--- src/rtl/multiply_add.sv ---
// -----------------------------------------------------------------------------
// multiply_add
// Sequential shift-and-add multiply-accumulate: P = Q*D + R (unsigned, full
// 2*WIDTH-bit result). This is the inverse of the restoring divider, so N
// reproduces the dividend whenever R < D.
//
// One operation takes WIDTH RUN cycles plus one DONE cycle; with start held
// high a new operation is accepted every WIDTH+2 cycles.
//
// Ports
//   clk    in   rising-edge clock
//   rst_n  in   asynchronous active-low reset
//   start  in   request a new operation (accepted only when idle)
//   Q      in   WIDTH   multiplier (quotient) operand
//   D      in   WIDTH   multiplicand (divisor) operand
//   R      in   WIDTH   addend (remainder) operand
//   N      out  WIDTH   low half of the result
//   P      out  2*WIDTH full result
//   ovf    out  high when the upper half of P is nonzero
//   busy   out  high while the multiply is iterating
//   done   out  one-cycle pulse when P/N/ovf are updated
// -----------------------------------------------------------------------------
module multiply_add #(
   parameter int WIDTH = 16
) (
   input  logic                 clk,
   input  logic                 rst_n,
   input  logic                 start,
   input  logic [WIDTH-1:0]     Q,
   input  logic [WIDTH-1:0]     D,
   input  logic [WIDTH-1:0]     R,
   output logic [WIDTH-1:0]     N,
   output logic [2*WIDTH-1:0]   P,
   output logic                 ovf,
   output logic                 busy,
   output logic                 done
);

   localparam int CW = (WIDTH > 1) ? $clog2(WIDTH) : 1;
   localparam logic [CW-1:0] LAST_STEP = CW'(WIDTH - 1);

   typedef enum logic [1:0] {
      IDLE = 2'd0,
      RUN  = 2'd1,
      DONE = 2'd2
   } state_t;

   state_t               state_r;
   logic [WIDTH-1:0]     mul_r;     // multiplier, consumed LSB first
   logic [WIDTH-1:0]     d_r;       // latched multiplicand
   logic [2*WIDTH-1:0]   acc_r;     // running sum, seeded with R
   logic [CW-1:0]        cnt_r;     // step index = current shift amount
   logic [2*WIDTH-1:0]   addend_s;

   // Partial product for the current step: D aligned to the bit being consumed.
   assign addend_s = {{WIDTH{1'b0}}, d_r} << cnt_r;

   // Control FSM, datapath and registered outputs.
   // busy/done are registered from the current state, so they trail the state
   // by one edge: busy covers the WIDTH cycles after the RUN edges begin, and
   // done coincides with the cycle in which P/N/ovf first show the new result.
   always_ff @(posedge clk or negedge rst_n) begin
      if (!rst_n) begin
         state_r <= IDLE;
         mul_r   <= {WIDTH{1'b0}};
         d_r     <= {WIDTH{1'b0}};
         acc_r   <= {(2*WIDTH){1'b0}};
         cnt_r   <= {CW{1'b0}};
         P       <= {(2*WIDTH){1'b0}};
         N       <= {WIDTH{1'b0}};
         ovf     <= 1'b0;
         busy    <= 1'b0;
         done    <= 1'b0;
      end else begin
         case (state_r)
            IDLE: begin
               busy <= 1'b0;
               done <= 1'b0;
               if (start) begin
                  mul_r   <= Q;
                  d_r     <= D;
                  acc_r   <= {{WIDTH{1'b0}}, R};
                  cnt_r   <= {CW{1'b0}};
                  state_r <= RUN;
               end else begin
                  state_r <= IDLE;
               end
            end
            RUN: begin
               busy <= 1'b1;
               done <= 1'b0;
               if (mul_r[0]) begin
                  acc_r <= acc_r + addend_s;
               end else begin
                  acc_r <= acc_r;
               end
               mul_r <= mul_r >> 1;
               cnt_r <= cnt_r + CW'(1);
               if (cnt_r == LAST_STEP) begin
                  state_r <= DONE;
               end else begin
                  state_r <= RUN;
               end
            end
            DONE: begin
               busy    <= 1'b0;
               done    <= 1'b1;
               P       <= acc_r;
               N       <= acc_r[WIDTH-1:0];
               ovf     <= |acc_r[2*WIDTH-1:WIDTH];
               state_r <= IDLE;
            end
            default: begin
               busy    <= 1'b0;
               done    <= 1'b0;
               state_r <= IDLE;
            end
         endcase
      end
   end

endmodule

--- config.mk ---
export PLATFORM = sky130hd
export DESIGN_NAME = multiply_add
export DESIGN_NICKNAME = d
export VERILOG_FILES = /design/src/rtl/multiply_add.sv
export SDC_FILE = /design/constraint.sdc
export NUM_CORES = 1
export LEC_CHECK = 0
export CORE_MARGIN = 1.5
export CORE_UTILIZATION = 50
export CTS_CLUSTER_SIZE = 24
export DETAILED_ROUTE_END_ITERATION = 7
export PLACE_DENSITY = 0.84
export SYNTH_ARGS = -nofsm -noshare
export SYNTH_HDL_FRONTEND = slang
export SYNTH_SLANG_ARGS = --single-unit
export TNS_END_PERCENT = 5
--- constraint.sdc ---
create_clock -name clk -period 6 [get_ports clk]
set_input_delay 1.5 -clock clk [delete_from_list [all_inputs] [get_ports clk]]
set_output_delay 1.5 -clock clk [all_outputs]
set_load 0.005 [all_outputs]
==> impl_metrics.json <==
{
  "status": "finished clean",
  "clock_latency_ns": 0.36,
  "synth-edff-count": 0,
  "r2r-start": "cnt_r[0]",
  "path_common_cell": "nor2_1",
  "ys_types": 57,
  "crit_required_ns": 6.24,
  "antenna_found_initial": 0,
  "dp_cells": 1021,
  "core_mm2": 0.0133,
  "maxCapViolations": 0,
  "grt_pass1_wl_um": 28500,
  "path_cells": "mux2_2 -> o21ai_0 -> nor2_1 -> a21oi_1 -> nor2_1 -> ha_1 -> nand3_2 -> nor3_2 -> o21ai_1 -> a211o_1 -> a21oi_2 -> nor4_1 -> or3_1",
  "worst-path-buf-inv": 0,
  "drt-initial-drc-count": 525,
  "clockBufferDepth": 2,
  "design.die.area_mm2": 0.0143,
  "async_flop_share": 1.00,
  "clkSinkCount": 105,
  "hold_viol": 0,
  "crit_type": "reg2reg",
  "hold_slack_ns": 0.475,
  "first_pass_iters": 5,
  "finalMaxSlewViolations": 0,
  "drive_gt1_frac": 0.0744,
  "multi_input_area_mm2": 0.00386,
  "cpLargestDelayFamily": "compound AO/OA/AOI/OAI gates",
  "stdcell_count": 1036,
  "fin_ws_ns": 1.78,
  "cts_root_buffer": "clkbuf_16",
  "post-place-ws_ns": 1.86,
  "clock-skew-final_ns": 0.00679,
  "vias": 6083,
  "max-slew-margin-rel": 0.283,
  "synth_seq_area_share": 0.386,
  "max_freq_mhz": 237,
  "irDropWorstVdd_mv": 0.281,
  "syn_avg_cell_area_um2": 8.52,
  "rows": 42,
  "synth_area_mm2": 0.00682,
  "drc_errors": 0,
  "cp_max_fo": 26,
  "grt.total_usage": 0.251,
  "grt_max_degree": 69,
  "gp_congestion": 0.929,
  "path_clk_slew_ns": 0.07,
  "tightest_slew_ns": 1.08,
  "start_util": 0.513,
  "p_leak_nw": 3.67,
  "crit_path_end": "acc_r[23]",
  "h-tree-depth": 3,
  "fin_crit_ns": 4.22,
  "final-setup-viol-count": 0,
  "grt_pass1_vias": 5678,
  "syn_nets": 884,
  "io_pins": 102,
  "setup_tns_ns": 0,
  "fin_util": 0.608,
  "start_kind": "register",
  "area_growth_pct": 18.6,
  "worstPathArrival_ns": 4.46,
  "endpoint_kind": "register",
  "cts_tree": "yes",
  "synth_warnings": 0,
  "nets": 940,
  "synth_seq_cells": 105,
  "finalWirelength_um": 17000,
  "ant_nets": 0,
  "hold_class": "reg2reg",
  "post_cts_buffers": 0,
  "nFillCells": 1171,
  "die_w_um": 120,
  "wl_per_cell_um": 16.4,
  "critPathLaunch": "cnt_r[0]",
  "critPathMaxStageDelay_ns": 0.95,
  "power_density_mw_per_mm2": 640,
  "cts-resized-gates": 0,
  "routed_via_density": 5.87,
  "post-route-period-util": 0.703,
  "seq_area_mm2": 0.00263,
  "antennaDiodeCount": 0,
  "postCtsHoldBufs": 0,
  "cts_buffers": 9,
  "crit_path_top_delay_cell": "dfrtp_1",
  "synthFlopType": "dfrtp_1",
  "rsz0062_at_grt": "false",
  "path_depth": 13,
  "rrSetupSlack_ns": 1.78,
  "worstHoldPathCells": 1,
  "r2r_end": "acc_r[23]",
  "port_buffers": 101,
  "grt_remaining_overflow": 0,
  "fp.dieH_um": 120,
  "dp_hpwl_um": 12600,
  "synthCells": 800,
  "r2r_cells": 13
}
-- worst min path at each step --
stage                   start  slack [ns]   endpoint
finish                    ovf        0.48        ovf
global route              ovf        0.49        ovf
CTS                       ovf        0.48        ovf
detailed placement        ovf        0.47        ovf
global placement          ovf        0.46        ovf
floorplan           mul_r[10]        0.45  mul_r[10]
-- cells in the mapped netlist (2+ instances only) --
master     instances  area share
nand2_1          151       0.083
dfrtp_1          105        0.39
o21ai_0           63       0.046
a21oi_1           61       0.045
nor2_1            60       0.033
clkbuf_1          41       0.023
mux2_2            35       0.058
ha_1              32       0.059
a22oi_1           18       0.020
mux2i_1           18       0.026
nand3_1           18       0.013
buf_4             16       0.018
a21o_1            14       0.015
xor2_1            13       0.017
nor2b_1           12       0.011
a31oi_1           11       0.010
nor3_1            11      0.0081
nand2b_1           9      0.0083
and2_1             8      0.0073
nand4_1            8      0.0073
inv_1              7      0.0039
xnor2_1            7      0.0090
a211oi_1           6      0.0066
nor4_1             6      0.0055
o21ai_1            6      0.0044
or3_1              6      0.0055
a41oi_1            5      0.0064
and3_1             5      0.0046
a221oi_1           4      0.0051
buf_2              4      0.0029
a2111oi_0          3      0.0039
and4_1             3      0.0039
o21bai_1           3      0.0033
o22ai_1            3      0.0028
a221o_1            2      0.0029
a22o_1             2      0.0026
buf_1              2      0.0011
o21a_1             2      0.0022
o31ai_1            2      0.0022
-- placed cells by master (no fill, tap or decap), types with 3 or more instances in the layout --
cell	Yosys	routed
a2111oi_0	3	3
a211oi_1	6	6
a21o_1	14	14
a21oi_1	61	61
a221oi_1	4	4
a22oi_1	18	18
a31oi_1	11	11
a41oi_1	5	5
and2_1	8	8
and3_1	5	5
and4_1	3	3
buf_4	16	8
clkbuf_16	0	9
clkdlybuf4s50_1	0	100
dfrtp_1	105	105
ha_1	32	32
inv_1	7	7
mux2_2	35	35
mux2i_1	18	18
nand2_1	151	151
nand2b_1	9	9
nand3_1	18	18
nand4_1	8	8
nor2_1	60	60
nor2b_1	12	12
nor3_1	11	11
nor4_1	6	6
o21ai_0	63	63
o21ai_1	6	6
o21bai_1	3	3
o22ai_1	3	3
or3_1	6	6
xnor2_1	7	7
xor2_1	13	13
-- state kept, by name, summed over array words and instances (netlist names), 2 cells and up --
register,count
acc_r,32
P,17
d_r,16
mul_r,16
N,15
cnt_r,4
state_r,2
-- layer usage --
layer	global-route usage	share of wire	vias up
li1	-	-	2959
met5	0	0	-
met4	0.0789	0.020	0
met1	0.345	0.45	2856
met3	0.0485	0.067	30
met2	0.402	0.46	238
-- through the flow --
| step | power (mW) | instance area (um^2) |
|---|---|---|
| 2_1_floorplan | 3.65 | 6820 |
| 3_3_place_gp | 4.47 | 7790 |
| 3_5_place_dp | 4.53 | 7790 |
| 4_1_cts | 5.14 | 8090 |
| 5_1_grt | 5.63 | 8090 |
| 6_report | 5.17 | 8090 |
-- kinds of logic (layout without fill, tap and decap cells) --
logic type	count (synthesis)	in the layout	synth area share
DFF	105	105	0.386
xor gates and xnor gates	20	20	0.0257
AOI/OAI and AO/OA	217	217	0.195
adders and majority gates	33	33	0.0617
muxes	54	54	0.0876
buffers and inverters	70	130	0.0481
and+or+nand+nor	301	301	0.196
-- layout make-up --
cell class | instances | share of cell area
well taps | 176 | 0.0272
repair buffers | 108 | 0.131
clock buffers | 9 | 0.0279
inverters | 7 | 0.00325
multi-input cells | 625 | 0.477
flip-flops and latches | 105 | 0.325
clock inverters | 6 | 0.00805
-- worst reg2reg max path: cells and delay by family (launching register included) --
family | cells | cell delay [ns]
adders and majority gates | 1 | 0.46
AOI/OAI and AO/OA | 5 | 1.33
DFF | 1 | 0.95
muxes | 1 | 0.44
and+or+nand+nor | 6 | 0.92
-- where the power goes --
| group | total, mW | internal [mW] | switching (mW) | leakage (nW) |
|---|---|---|---|---|
| Clock | 0.594 | 0.323 | 0.272 | 0.142 |
| Sequential | 1.32 | 0.978 | 0.345 | 1.36 |
| Combinational | 3.26 | 1.33 | 1.92 | 2.17 |
| Total | 5.17 | 2.63 | 2.54 | 3.67 |
No activity file was read; power rests on OpenSTA's default activity.
